$ cat config.mk
export PLATFORM = sky130hd
export DESIGN_NAME = multicycle_control
export DESIGN_NICKNAME = d
export VERILOG_FILES = /design/src/rtl/mips_pkg.sv /design/src/rtl/multicycle_control.sv
export SDC_FILE = /design/constraint.sdc
export NUM_CORES = 1
export LEC_CHECK = 0
export ABC_AREA = 1
export CAP_MARGIN = 20
export CORE_MARGIN = 10
export CORE_UTILIZATION = 25
export CTS_BUF_LIST = sky130_fd_sc_hd__clkbuf_2 sky130_fd_sc_hd__clkbuf_4 sky130_fd_sc_hd__clkbuf_8
export CTS_CLUSTER_SIZE = 40
export DETAILED_ROUTE_END_ITERATION = 8
export SLEW_MARGIN = 20
export SYNTH_ARGS = -nofsm -noshare
export SYNTH_HDL_FRONTEND = slang
export SYNTH_SLANG_ARGS = --single-unit
$ cat constraint.sdc
create_clock -name clk_i -period 4.3 [get_ports clk_i]
set_input_delay 0.645 -clock clk_i [delete_from_list [all_inputs] [get_ports clk_i]]
set_output_delay 0.645 -clock clk_i [all_outputs]
set_load 0.05 [all_outputs]
$ cat src/rtl/mips_pkg.sv
// Shared encodings for the multi-cycle MIPS control path: opcodes, FSM states, ALU/mux selects.
package mips_pkg;

  localparam int unsigned OP_W    = 6;
  localparam int unsigned STATE_W = 4;

  localparam logic [OP_W-1:0] OP_RTYPE = 6'b000000;
  localparam logic [OP_W-1:0] OP_LW    = 6'b100011;
  localparam logic [OP_W-1:0] OP_SW    = 6'b101011;
  localparam logic [OP_W-1:0] OP_BEQ   = 6'b000100;
  localparam logic [OP_W-1:0] OP_ADDI  = 6'b001000;
  localparam logic [OP_W-1:0] OP_J     = 6'b000010;

  localparam logic [STATE_W-1:0] ST_IDLE   = 4'd0;
  localparam logic [STATE_W-1:0] ST_FETCH  = 4'd1;
  localparam logic [STATE_W-1:0] ST_DECODE = 4'd2;
  localparam logic [STATE_W-1:0] ST_MEMADR = 4'd3;
  localparam logic [STATE_W-1:0] ST_MEMRD  = 4'd4;
  localparam logic [STATE_W-1:0] ST_MEMWB  = 4'd5;
  localparam logic [STATE_W-1:0] ST_MEMWR  = 4'd6;
  localparam logic [STATE_W-1:0] ST_REXEC  = 4'd7;
  localparam logic [STATE_W-1:0] ST_RWB    = 4'd8;
  localparam logic [STATE_W-1:0] ST_IEXEC  = 4'd9;
  localparam logic [STATE_W-1:0] ST_IWB    = 4'd10;
  localparam logic [STATE_W-1:0] ST_BRANCH = 4'd11;
  localparam logic [STATE_W-1:0] ST_JUMP   = 4'd12;
  localparam logic [STATE_W-1:0] ST_TRAP   = 4'd13;

  localparam logic [1:0] ALU_OP_ADD   = 2'b00;
  localparam logic [1:0] ALU_OP_SUB   = 2'b01;
  localparam logic [1:0] ALU_OP_FUNCT = 2'b10;

  localparam logic [1:0] SRC_B_REG     = 2'b00;
  localparam logic [1:0] SRC_B_FOUR    = 2'b01;
  localparam logic [1:0] SRC_B_IMM     = 2'b10;
  localparam logic [1:0] SRC_B_IMM_SH2 = 2'b11;

  localparam logic [1:0] PC_SRC_ALU    = 2'b00;
  localparam logic [1:0] PC_SRC_ALUOUT = 2'b01;
  localparam logic [1:0] PC_SRC_JUMP   = 2'b10;

endpackage

$ cat src/rtl/multicycle_control.sv
// Main control FSM for the multi-cycle MIPS datapath: sequences FETCH..WB per instruction,
// stalls on the memory handshake and counts retired instructions.
module multicycle_control
  import mips_pkg::*;
#(
  parameter int unsigned CNT_W = 32
) (
  input  logic             clk_i,
  input  logic             rst_i,
  input  logic             start_i,
  input  logic [5:0]       op_i,
  input  logic             mem_ready_i,
  output logic             pc_write_o,
  output logic             pc_write_cond_o,
  output logic             iord_o,
  output logic             mem_read_o,
  output logic             mem_write_o,
  output logic             ir_write_o,
  output logic             mem_to_reg_o,
  output logic             reg_dst_o,
  output logic             reg_write_o,
  output logic             alu_src_a_o,
  output logic [1:0]       alu_src_b_o,
  output logic [1:0]       alu_op_o,
  output logic [1:0]       pc_source_o,
  output logic             busy_o,
  output logic             illegal_o,
  output logic [CNT_W-1:0] instret_o
);

  logic [STATE_W-1:0] state;
  logic [STATE_W-1:0] state_next;
  logic               retire;
  logic               trap_entry;

  // State register, retired-instruction counter and sticky illegal flag
  always_ff @(posedge clk_i) begin
    if (rst_i) begin
      state     <= ST_IDLE;
      instret_o <= '0;
      illegal_o <= 1'b0;
    end else begin
      state <= state_next;
      if (retire)     instret_o <= instret_o + CNT_W'(1);
      if (trap_entry) illegal_o <= 1'b1;
    end
  end

  // Next-state and Moore/Mealy output decode; mem_ready_i only gates memory-wait states
  always_comb begin
    state_next      = state;
    retire          = 1'b0;
    trap_entry      = 1'b0;
    pc_write_o      = 1'b0;
    pc_write_cond_o = 1'b0;
    iord_o          = 1'b0;
    mem_read_o      = 1'b0;
    mem_write_o     = 1'b0;
    ir_write_o      = 1'b0;
    mem_to_reg_o    = 1'b0;
    reg_dst_o       = 1'b0;
    reg_write_o     = 1'b0;
    alu_src_a_o     = 1'b0;
    alu_src_b_o     = SRC_B_REG;
    alu_op_o        = ALU_OP_ADD;
    pc_source_o     = PC_SRC_ALU;
    busy_o          = (state != ST_IDLE) && (state != ST_TRAP);

    case (state)
      ST_IDLE: begin
        if (start_i) state_next = ST_FETCH;
      end
      ST_FETCH: begin
        mem_read_o  = 1'b1;
        alu_src_b_o = SRC_B_FOUR;
        if (mem_ready_i) begin
          ir_write_o = 1'b1;
          pc_write_o = 1'b1;
          state_next = ST_DECODE;
        end
      end
      ST_DECODE: begin
        alu_src_b_o = SRC_B_IMM_SH2;
        case (op_i)
          OP_LW, OP_SW: state_next = ST_MEMADR;
          OP_RTYPE:     state_next = ST_REXEC;
          OP_BEQ:       state_next = ST_BRANCH;
          OP_ADDI:      state_next = ST_IEXEC;
          OP_J:         state_next = ST_JUMP;
          default: begin
            state_next = ST_TRAP;
            trap_entry = 1'b1;
          end
        endcase
      end
      ST_MEMADR: begin
        alu_src_a_o = 1'b1;
        alu_src_b_o = SRC_B_IMM;
        state_next  = (op_i == OP_LW) ? ST_MEMRD : ST_MEMWR;
      end
      ST_MEMRD: begin
        mem_read_o = 1'b1;
        iord_o     = 1'b1;
        if (mem_ready_i) state_next = ST_MEMWB;
      end
      ST_MEMWB: begin
        reg_write_o  = 1'b1;
        mem_to_reg_o = 1'b1;
        retire       = 1'b1;
      end
      ST_MEMWR: begin
        mem_write_o = 1'b1;
        iord_o      = 1'b1;
        retire      = mem_ready_i;
      end
      ST_REXEC: begin
        alu_src_a_o = 1'b1;
        alu_op_o    = ALU_OP_FUNCT;
        state_next  = ST_RWB;
      end
      ST_RWB: begin
        reg_write_o = 1'b1;
        reg_dst_o   = 1'b1;
        retire      = 1'b1;
      end
      ST_IEXEC: begin
        alu_src_a_o = 1'b1;
        alu_src_b_o = SRC_B_IMM;
        state_next  = ST_IWB;
      end
      ST_IWB: begin
        reg_write_o = 1'b1;
        retire      = 1'b1;
      end
      ST_BRANCH: begin
        alu_src_a_o     = 1'b1;
        alu_op_o        = ALU_OP_SUB;
        pc_write_cond_o = 1'b1;
        pc_source_o     = PC_SRC_ALUOUT;
        retire          = 1'b1;
      end
      ST_JUMP: begin
        pc_write_o  = 1'b1;
        pc_source_o = PC_SRC_JUMP;
        retire      = 1'b1;
      end
      ST_TRAP: begin
        state_next = ST_TRAP;
      end
      default: begin
        state_next = ST_IDLE;
      end
    endcase

    // start_i is only honoured at the instruction boundary
    if (retire) state_next = start_i ? ST_FETCH : ST_IDLE;
  end

endmodule

# Word-level counts from Yosys, hierarchy flattened
# Cells that the tools add are included.
[word_totals] register_bits=37 inputBits=10
[op_classes] reduce_logical=14 eq_ne=23 mux=25 n_addsub=1
[op_table] cell="case mux 4 bit (9 select lines)" n=1
[op_table] cell="adder 32 x 1 -> 32 bit, second input constant" n=1
[op_table] cell="== test 4 bit, second input constant" n=6
[op_table] cell="case mux 4 bit (5 select lines)" n=1
[op_table] cell="== test 4 x 3 -> 1 bit, second input constant" n=4
[op_table] cell="2-to-1 mux 4 bit" n=4
[op_table] cell="2-to-1 mux 1 bit" n=13
[op_table] cell="== test 6 bit, second input constant" n=2
[op_table] cell="OR reduction 6 bit" n=2
[op_table] cell="!= test 3 bit, second input constant" n=3
[op_table] cell="== test 4 x 2 -> 1 bit, second input constant" n=2
[op_table] cell="case mux 2 bit (2 select lines)" n=2
[op_table] cell="OR reduction 2 bit" n=4
[op_table] cell="== test 6 x 2 -> 1 bit, second input constant" n=1
[op_table] cell="== test 6 x 3 -> 1 bit, second input constant" n=1
[op_table] cell="== test 6 x 4 -> 1 bit, second input constant" n=1
[op_table] cell="zero test 6 bit" n=1
[op_table] cell="case mux 2 bit (3 select lines)" n=1
[op_table] cell="OR reduction 5 bit" n=1
[op_table] cell="== test 4 x 1 -> 1 bit, second input constant" n=1
[op_table] cell="zero test 4 bit" n=1
[op_table] cell="!= test 4 bit, second input constant" n=1
[op_table] cell="case mux 1 bit (2 select lines)" n=2
[op_table] cell="AND reduction 4 bit" n=1
[op_table] cell="6 further kinds" n=6

# Longest topological paths before layout
[logic_depth] word_depth=5 depth_mapped=11 mapped_depth_nobuf=10

# Least setup slack after synthesis
# OpenSTA, ideal clock, no wires.
[synth_timing] path_kind="register to output" from="register state[0]" to="output pc_write_o" setup_slack_ns=1.848 n_path_buf=0 arrival_time_ns=1.807 stages_incl_launch_ff=5 path_cell_list="dfxtp_1 > inv_2 > nor2_4 > nand2_1 > o21ai_0"
[synth_between] elab_chain_len=2 elab_cells_between_ends=3 classes_between="2 x eq/ne; 1 x mux"
[synth_rtl] element="from (decl)" line_no="multicycle_control.sv:31" rtl="logic [STATE_W-1:0] state;"
[synth_rtl] element="from (signal assigned)" line_no="multicycle_control.sv:43" rtl="state <= state_next;"
[synth_rtl] element="== test 4 bit or == test 4 x 1 -> 1 bit (tied branches)" line_no="multicycle_control.sv:69" rtl="case (state)"
[synth_rtl] element="case mux 1 bit (2 select lines) (*)" line_no="multicycle_control.sv:69"
[synth_rtl] element="to (decl)" line_no="multicycle_control.sv:13" rtl="output logic pc_write_o,"
# Every way passes the cells marked *; elsewhere a longest branch is shown, timed or not.

# Final worst setup path
[layout_timing] from="input mem_ready_i" to="output pc_write_o"
[layout_between] elab_chain_len=2
[layout_rtl] element="from (decl)" line_no="multicycle_control.sv:12" rtl="input logic mem_ready_i,"
[layout_rtl] element="2-to-1 mux 1 bit" line_no="multicycle_control.sv:76" rtl="if (mem_ready_i) begin"
[layout_rtl] element="case mux 1 bit (2 select lines)" line_no="multicycle_control.sv:69"
# No other way between the ends.

==> impl_metrics.ini <==
[setup_path]
cp.arrival_ns = 2.22
start_kind = input pin
critical_path_class = in -> out
crit_fanout = 4
worst_setup_path_end_kind = primary output
cp_data_required_time_ns = 3.65

[route]
drc = 0
viasPerCell = 4.39
drt_iter0_markers = 220
wl_met2_mm = 3.96
wl_met1_mm = 3.64
dr.pass1.iters = 4
highest_layer = met4
wl_per_cell_um = 12.6
wl_mm = 8.07
wl_met3_um = 391
ant_nets = 0
vias = 2808

[clock_tree]
clock_sinks = 37
cts_resized = 0
cts_setup_buffers = 0
clk_pin_slew_ns = 0.08
ctsHtreeMaxLevel = 2
cts-root-buf = clkbuf_8
clock_latency_ns = 0.29
numCtsBuffers = 5
max-clock-path-buffers = 2
hold_buffers = 0
cts_tree = built

[logic_synthesis]
ys_seq_area_share_pct = 28.7
mappedNetlistArea_um2 = 2580
synth_cells = 445
syn_avg_cell_area_um2 = 5.79
ys_types = 25
ys_warn_count = 0
ys_ff_latch = 37
synth_nets = 456

[global_routing]
grt_pass1_vias = 2669
track_usage_pct = 10.9
antenna_found_initial = 0
grt_pass1_wl_mm = 13.2
grt_max_degree = 39
grt_overflow = 0

[power]
p_seq_share_pct = 32.3
power_density_nw_per_um2 = 352
power.total_mw = 1.19
p_int_mw = 0.688
peakVddDrop_v = 0.000170
swShare_pct = 42.2
p_leak_nw = 1.26
switchingPower_mw = 0.503
p_comb_share_pct = 40.8
power_frac_clock_pct = 26.9

[place]
dp_worst_setup_slack_ns = 1.41
globalplace.congestion = 0.928
dp_cells = 631
postPlaceCellArea_um2 = 3260
port_buffers = 59
hpwlAfterDp_mm = 6.50

[timing]
timing.final.ws_setup_ns = 1.43
setup_viol = 0
rsz0062_at_grt = no
period_share_pct = 66.6
hold_ws_ns = 0.496
fin_crit_ns = 2.87
worst_pin_slew_ns = 0.733
timing.fmax_mhz = 349
finalSetupTns_ns = 0
skew_ns = 0.0103
max-slew-margin-rel_pct = 51.0
hold_viol = 0
drv_slew = 0

[cells_and_area]
final_common_cell = nand2_1
final_util_pct = 33.2
syn_to_final_growth_pct = 31.1
final_cell_mix = nand2_1 (176), nor2_1 (79), clkdlybuf4s50_1 (59)
diodes = 0
final_cell_count_no_fill = 639
finish.instance_area_um2 = 3380
nets = 513
drive_gt1_share_pct = 5.77

[min_path]
hp-class = reg -> reg

[floorplan]
start_util_pct = 25.3
ioPinCount = 60
die_h_um = 122
die_area_um2 = 14800
core_um2 = 10200
num_rows = 37
die_x_um = 122

[job]
drv_cap = 0

[run_status]
status = finished, final reports clean
[logic make-up (layout without fill, tap and decap cells)]
logic type               after synthesis  after routing  share of synthesized area, %
adder cells (fa/ha/maj)                1              1                         0.485
XOR/XNOR                               9              9                          3.06
AO/OA/AOI/OAI                         47             47                          9.41
AND/OR/NAND/NOR                      304            304                          49.6
buffers and inverters                 47            105                          8.73
flip-flops                            37             37                          28.7
[worst max-delay path: stages]
cell and delay, ns:
clkdlybuf4s50_1 0.49, inv_1 0.09, o21ai_0 0.16, clkdlybuf4s50_1 0.83
[final timing paths]
path / slack, ns / depth (start not counted) / startpoint / to
setup / recovery: 1.43 / 4 / mem_ready_i / pc_write_o
hold / removal: 0.50 / 2 / illegal_o / illegal_o
setup reg to reg: 1.94 / 9 / state[3] / instret_o[7]
hold reg to reg: 0.50 / 2 / illegal_o / illegal_o
[power groups by stage]
stage                     registers, mW  logic (mW)  clock network (mW)
after floorplan                   0.409       0.343                   0
after global placement            0.393       0.492                   0
after detailed placement          0.392       0.489                   0
after CTS                         0.384       0.491               0.328
after global routing              0.388       0.527               0.346
final                             0.384       0.486               0.320
[layout make-up]
cell class / instances / area, um^2
fill: 1138 / 6800
clock buffer: 6 / 82.6
multi-input combinational: 361 / 1610
inverter: 37 / 139
clock inverter: 2 / 37.5
timing repair buffer: 60 / 598
sequential: 37 / 741
tap: 136 / 170
[Yosys cell counts, drive strengths merged]
cell type	n	share of area, %
a21oi	34	6.7
xor2	7	2.4
nand3	17	3.5
buf	7	2.9
xnor2	2	0.68
nor2	84	13
nand3b	16	4.7
nand2	182	27
and3	2	0.49
nor3	3	0.78
dfxtp	37	29
inv	37	5.4
o21ai	12	2.3
o311ai	1	0.34
ha	1	0.49
clkbuf	3	0.44
[state kept, by name, summed over array words and instances, names as in the netlist]
register	count
state	4
illegal_o	1
instret_o	32
[metal layers]
layer	global-route usage [%]	up-vias
met2	19.1	43
met1	13.2	1256
met4	2.46	0
met5	0	-
li1	-	1502
met3	2.64	7
Note: power is estimated with default switching activity, not from simulation.
